[src/rtl/outbox_uart_tx_if.sv]
// Reader-side handshake to the CPU OUTBOX: FWFT head byte, empty flag and pop strobe.
// The UART is the master because it decides when to pop.
interface outbox_uart_tx_if;
  logic       empty;
  logic [7:0] data;
  logic       rd;

  modport master (input empty, input data, output rd);
  modport slave  (output empty, output data, input rd);
endinterface

[src/rtl/outbox_uart_tx.sv]
// Pops bytes from the OUTBOX and transmits each as a UART 8N1 frame (LSB first).
// Every output is a register, so all next values are computed one cycle ahead.
module outbox_uart_tx #(
  parameter int CLKS_PER_BIT = 104,
  parameter int STOP_BITS    = 1
) (
  input  logic              clk,
  input  logic              i_rst,
  input  logic              en,
  outbox_uart_tx_if.master  outbox,
  output logic              tx,
  output logic              busy
);

  localparam int CNT_W = (CLKS_PER_BIT > 1) ? $clog2(CLKS_PER_BIT) : 1;
  localparam logic [CNT_W-1:0] CNT_LAST = CNT_W'(CLKS_PER_BIT - 1);
  localparam logic STOP_LAST = (STOP_BITS == 2) ? 1'b1 : 1'b0;

  localparam logic [2:0] S_IDLE  = 3'd0;
  localparam logic [2:0] S_LOAD  = 3'd1;
  localparam logic [2:0] S_START = 3'd2;
  localparam logic [2:0] S_DATA  = 3'd3;
  localparam logic [2:0] S_STOP  = 3'd4;

  logic [2:0]       state_reg, state_next;
  logic [CNT_W-1:0] cnt_reg, cnt_next;
  logic [2:0]       bit_reg, bit_next;
  logic             stop_reg, stop_next;
  logic [7:0]       shift_reg, shift_next;
  logic             tx_reg, tx_next;
  logic             rd_reg, rd_next;
  logic             busy_reg, busy_next;

  always_comb begin
    state_next = state_reg;
    cnt_next   = cnt_reg;
    bit_next   = bit_reg;
    stop_next  = stop_reg;
    shift_next = shift_reg;
    tx_next    = tx_reg;
    rd_next    = 1'b0;
    busy_next  = busy_reg;
    case (state_reg)
      S_IDLE: begin
        tx_next = 1'b1;
        // The empty flag is only looked at here; changes mid-frame are irrelevant.
        if (en && !outbox.empty) begin
          state_next = S_LOAD;
          rd_next    = 1'b1;
          busy_next  = 1'b1;
        end
      end
      S_LOAD: begin
        // Pop and latch happen on the same edge: the FWFT head is still valid now.
        shift_next = outbox.data;
        state_next = S_START;
        tx_next    = 1'b0;
        cnt_next   = '0;
      end
      S_START: begin
        if (cnt_reg == CNT_LAST) begin
          cnt_next   = '0;
          bit_next   = 3'd0;
          tx_next    = shift_reg[0];
          state_next = S_DATA;
        end else begin
          cnt_next = cnt_reg + 1'b1;
        end
      end
      S_DATA: begin
        if (cnt_reg == CNT_LAST) begin
          cnt_next = '0;
          if (bit_reg == 3'd7) begin
            state_next = S_STOP;
            stop_next  = 1'b0;
            tx_next    = 1'b1;
          end else begin
            bit_next   = bit_reg + 3'd1;
            shift_next = shift_reg >> 1;
            tx_next    = shift_reg[1];
          end
        end else begin
          cnt_next = cnt_reg + 1'b1;
        end
      end
      S_STOP: begin
        tx_next = 1'b1;
        if (cnt_reg == CNT_LAST) begin
          cnt_next = '0;
          if (stop_reg == STOP_LAST) begin
            state_next = S_IDLE;
            busy_next  = 1'b0;
          end else begin
            stop_next = 1'b1;
          end
        end else begin
          cnt_next = cnt_reg + 1'b1;
        end
      end
      default: begin
        state_next = S_IDLE;
        tx_next    = 1'b1;
        busy_next  = 1'b0;
      end
    endcase
  end

  always_ff @(posedge clk) begin
    if (i_rst) begin
      state_reg <= S_IDLE;
      cnt_reg   <= '0;
      bit_reg   <= 3'd0;
      stop_reg  <= 1'b0;
      shift_reg <= 8'h00;
      tx_reg    <= 1'b1;
      rd_reg    <= 1'b0;
      busy_reg  <= 1'b0;
    end else begin
      state_reg <= state_next;
      cnt_reg   <= cnt_next;
      bit_reg   <= bit_next;
      stop_reg  <= stop_next;
      shift_reg <= shift_next;
      tx_reg    <= tx_next;
      rd_reg    <= rd_next;
      busy_reg  <= busy_next;
    end
  end

  assign outbox.rd = rd_reg;
  assign tx        = tx_reg;
  assign busy      = busy_reg;

endmodule

[src/flat_wrapper.sv]
// flat-port wrapper written by rule: the top's interface ports become plain ports
module outbox_uart_tx_flat 
#(
  parameter int CLKS_PER_BIT = 104,
  parameter int STOP_BITS    = 1
)
  (clk, i_rst, en, tx, busy, outbox_empty, outbox_data, outbox_rd);
  outbox_uart_tx_if outbox_i ();
  input  logic clk;
  input  logic i_rst;
  input  logic en;
  output logic tx;
  output logic busy;
  input wire logic [$bits(outbox_i.empty)-1:0] outbox_empty;
  input wire logic [$bits(outbox_i.data)-1:0] outbox_data;
  output wire logic [$bits(outbox_i.rd)-1:0] outbox_rd;
  assign outbox_i.empty = outbox_empty;
  assign outbox_i.data = outbox_data;
  assign outbox_rd = outbox_i.rd;
  outbox_uart_tx #(.CLKS_PER_BIT(CLKS_PER_BIT), .STOP_BITS(STOP_BITS)) u_core (.clk(clk), .i_rst(i_rst), .en(en), .outbox(outbox_i), .tx(tx), .busy(busy));
endmodule
[config.mk]
export PLATFORM = sky130hd
export DESIGN_NAME = outbox_uart_tx_flat
export DESIGN_NICKNAME = d
export VERILOG_FILES = /design/src/rtl/outbox_uart_tx_if.sv /design/src/rtl/outbox_uart_tx.sv /design/src/flat_wrapper.sv
export SDC_FILE = /design/constraint.sdc
export NUM_CORES = 1
export LEC_CHECK = 0
export ABC_AREA = 1
export CAP_MARGIN = 20
export CELL_PAD_IN_SITES_DETAIL_PLACEMENT = 1
export CELL_PAD_IN_SITES_GLOBAL_PLACEMENT = 2
export CORE_MARGIN = 1
export CORE_UTILIZATION = 32
export DETAILED_ROUTE_END_ITERATION = 10
export PLACE_DENSITY = 0.86
export SLEW_MARGIN = 30
export SYNTH_ARGS = -nofsm -noshare
export SYNTH_HDL_FRONTEND = slang
export SYNTH_SLANG_ARGS = --single-unit
[constraint.sdc]
create_clock -name clk -period 2.5 [get_ports clk]
set_clock_uncertainty 0.2 [all_clocks]
set_input_delay 0.625 -clock clk [delete_from_list [all_inputs] [get_ports clk]]
set_output_delay 0.625 -clock clk [all_outputs]
set_load 0.005 [all_outputs]
* After elaboration in Yosys (flattened, before gate mapping)
Index checks and enable logic that the tools add are counted.
Operators by class: multiplexer cells 30, eq/ne operators 13, bitwise operators 2, reduce and logical (&&, ||, !) cells 16, add/sub/neg operators 2
Operators with widths (number):
- two-way mux 3 bit | 9
- two-way mux 8 bit | 2
- one-hot mux 8 bit (2 select lines) | 1
- one-hot mux 3 bit (5 select lines) | 1
- one-hot mux 7 bit (2 select lines) | 1
- AND reduction 4 bit | 3
- two-way mux 1 bit | 11
- inequality test 2 x 1 -> 1 bit (second input constant) | 5
- nonzero test 2 bit | 4
- adder 7 x 1 -> 7 bit (second input constant) | 1
- equality test 7 bit (second input constant) | 1
- two-way mux 7 bit | 1
- equality test 3 x 2 -> 1 bit (second input constant) | 2
- equality test 3 bit (second input constant) | 2
- one-hot mux 1 bit (3 select lines) | 2
- one-hot mux 3 bit (2 select lines) | 1
- AND reduction 6 bit | 1
- OR reduction 3 bit | 2
- inequality test 2 bit (second input constant) | 2
- adder 3 x 1 -> 3 bit (second input constant) | 1
- equality test 3 x 1 -> 1 bit (second input constant) | 1
- zero test 3 bit | 1
- AND reduction 3 bit | 1
- NOT 1 bit | 2
- other kinds (5) | 5
Storage, ports and cells: output and inout port bits 3, register bits after elaboration 25, bits of input ports 12

* Longest topological paths before layout
depth after elaboration 4, gate-level depth with buffers 9, gate-level depth less buffers 9

* Worst setup path before layout
No wires, ideal clock.
path kind register to register, start point register u_core.bit_reg[0], end point register u_core.shift_reg[1], setup slack 985 ps, cell stages (with the launch flop) 9, arrival 1199 ps, required time 2184 ps, setup time 116 ps, clock period less this slack 1515 ps, cell sequence dfxtp_1 ha_1 ha_1 inv_1 nor2_1 nor2_1 nand2_2 o21ai_0 nor2_1
On the way: longest elaborated chain between the ends 3
Ends and longest elaborated chain:
- from (decl) | RTL line outbox_uart_tx.sv:27 | logic [2:0] bit_reg, bit_next;
- from (signal assigned) | RTL line outbox_uart_tx.sv:121 | bit_reg <= bit_next;
- equality test 3 bit | RTL line outbox_uart_tx.sv:73 | if (bit_reg == 3'd7) begin
- inequality test 2 bit (no source line)
- AND reduction 3 bit (no source line)
- to (signal assigned) | RTL line outbox_uart_tx.sv:123 | shift_reg <= shift_next;
- to (decl) | RTL line outbox_uart_tx.sv:29 | logic [7:0] shift_reg, shift_next;
Every way passes these cells. A chain may end at the register's enable or synchronous reset.

* Worst setup path after layout
start point register u_core.tx_reg, in the netlist u_core.tx, end point output tx
RTL lines:
- from (decl) | RTL line outbox_uart_tx.sv:30 | logic tx_reg, tx_next;
- from (signal assigned) | RTL line outbox_uart_tx.sv:124 | tx_reg <= tx_next;
- to (decl) | RTL line flat_wrapper.sv:12 | output logic tx;
No word-level cell between the ends.

==> impl_results.md <==
- Vias in the first global route: 1237
- Worst Setup End Kind: output port
- Synthesized flop and latch total: 24
- Die height: 64.5 um
- Yosys top cell area share: 0.384
- Synth warn: 0
- First-pass GRT wire length: 5.30 mm
- Synth unique cells: 20
- Max Buffers Root-to-Sink: 2
- Tcrit/Tclk final: 0.781
- Hold_buf cts: 0
- Cell Area, Synth: 1250 sq um
- Worst vdd ir: 312 uV
- Overflow after GRT: 0
- Clock sinks: 24
- Core area: 3720 sq um
- Port-buffer cells: 14
- Die outline width: 64.5 um
- Sequential fraction of the synthesis area: 0.384
- Synth top area cells: dfxtp_1 (38%), nand2_1 (17%), nor2_1 (10%)
- Nets@finish: 222
- Slowest-stage cell, CP: clkdlybuf4s50_1
- Max reg flops: 8
- Setup violators final: 0
- Antenna violations before repair: 0
- Hpwl dp: 2.39 mm
- Async SR Flop Fraction: 0
- Buffer and inverter count on the worst path: 1
- Layout area overhead: 19.1%
- Count leader, synth: nand2_1
- Synth Instances: 190
- Post-synth EDFFs: 0
- Via count: 1214
- CTS HTree Levels: 1
- TNS Setup: 0 ps
- Crit start category: register
- Reg clk slew, reported paths: 90 ps
- RR Endpoint: u_core.shift_reg[4]
- Post-DRT Antenna Nets: 0
- Synth Area per Inst: 6.59 sq um
- Vias per cell: 4.78
- Final min period: 1950 ps
- Hold wc startpoint: u_core.busy
- Hold WC Path Type: register to register
- I/O pins: 15
- Non-filler cells, final: 254
- DR WL/cell: 12.0 um
- Post-route cell area: 1490 sq um
- Initial Utilization: 0.337
- Cell taking the most area after synthesis: dfxtp_1
- Worst Reg-to-Reg Cells: 7
- Slew of the pin with the lowest slew margin: 442 ps
- PostCTS Resize Cnt: 0
- DRT iter0 DRCs: 37
- Placed cells: 250
- Total CTS buffers: 3
- CP delay by family, top: buffers and inverters
- Worst EP required: 1670 ps
- Tot GR Track Use: 0.162
- Hold endpoint: u_core.busy
- Mapped Nets: 205
- RSZ-0062 raised after global routing: no
- Max Cap Viol: 0
- CP Class: register to output port
- Dpl cell area: 1440 sq um
- Final hold vios: 0
- Postcts setup bufs: 0
- # rows: 22
- Worst reg2reg path startpoint: u_core.state_reg[0]
- Share of cells above drive strength 1: 0.0874
- Largest net degree at the start of global routing: 16
- Max-Slew Margin vs Limit: 0.705
- CTS tree: done
- Top_reg_cell synth: dfxtp_1
- DRC viols: 0
- Max Slew Vio Count: 0
- DR pass1 iterations: 4
- Critical Path, Cell by Cell: clkdlybuf4s50_1
- Inserted Diodes: 0
- Hold Path Stages: 2
- Status: completed
- PwrDens: 857 nW/um^2
- Final WL: 3.05 mm
- Critical Path Max Stage Delay: 510 ps
- Highest clock rate: 512 MHz
- Die area: 4160 sq um
- CP Data Arrival Time: 1130 ps
- Post-synth top cells: nand2_1 (56), nor2_1 (34), dfxtp_1 (24)
- CP Max Fanout: 2
- Clk Latency, worst-skew pair: 260 ps
- Final GP Congestion: 0.773
- Hold Worst Slack: 267 ps
- CTS Root Cell: clkbuf_8
- Static leakage: 0.655 nW
- R2R Setup Slk: 610 ps
-- layout make-up --
cell class | count | area, sq um
inverters | 19 | 71.3
fillers | 497 | 2230
clock buffers | 4 | 55.1
repair buffers | 16 | 155
multi-input cells | 143 | 668
well taps | 48 | 60.1
flip-flops and latches | 24 | 480
-- power breakdown --
| part | switching (W) | total [W] | internal [W] |
|---|---|---|---|
| Combinational | 0.000304 | 0.000481 | 0.000177 |
| Clock | 0.000125 | 0.000266 | 0.000140 |
| Sequential | 0.0000640 | 0.000531 | 0.000467 |
-- kinds of logic (layout without fill, tap and decap cells) --
kind of cell	after synthesis	count (layout)	synth area share
compound gates	25	25	0.102
buf+inv	23	39	0.0820
simple gates	115	115	0.402
flops	24	24	0.384
fa+ha+maj	3	3	0.0300
-- per-stage QoR --
step | total power, W | setup slack (ps) | utilization
final | 0.00128 | 548 | 0.401
after global routing | 0.00139 | 395 | 0.401
after CTS | 0.00130 | 535 | 0.401
after detailed placement | 0.00103 | 454 | 0.386
after global placement | 0.00101 | 521 | 0.386
after floorplan | 0.000883 | 985 | -
-- per-layer routing --
| metal | up-vias | global-route usage | share of wire |
|---|---|---|---|
| li1 | 633 | - | - |
| met1 | 561 | 0.211 | 0.50 |
| met2 | 18 | 0.283 | 0.47 |
| met3 | 2 | 0.0158 | 0.027 |
| met4 | 0 | 0.0417 | 0.0029 |
| met5 | - | 0 | 0 |
-- how the worst max path moves through the flow --
stage                              startpoint                  end  slack, ps  cells after the start
after CTS                           u_core.tx                   tx        530                      1
after detailed placement                   en  u_core.state_reg[1]        450                      9
final                               u_core.tx                   tx        550                      1
after global placement                     en  u_core.state_reg[1]        520                      9
after global routing      u_core.state_reg[0]  u_core.shift_reg[5]        390                      7
after floorplan             u_core.bit_reg[0]  u_core.shift_reg[1]        980                      8
-- cells in the final DEF (no fill, tap or decap) --
cell type	synthesis	final
nand2_1	56	56
nor2_1	34	34
dfxtp_1	24	24
inv_1	16	16
clkdlybuf4s50_1	0	14
o21ai_0	13	13
a21oi_1	11	11
nand3_1	10	10
nand2_2	5	5
nand4_1	5	5
clkbuf_8	0	4
inv_2	3	3
ha_1	3	3
buf_4	2	2
nand3_2	1	1
nand3_4	1	1
nor2_2	1	1
nand2_4	1	1
o21a_1	1	1
nand3b_1	1	1
Note: power is estimated with default switching activity, not from simulation.
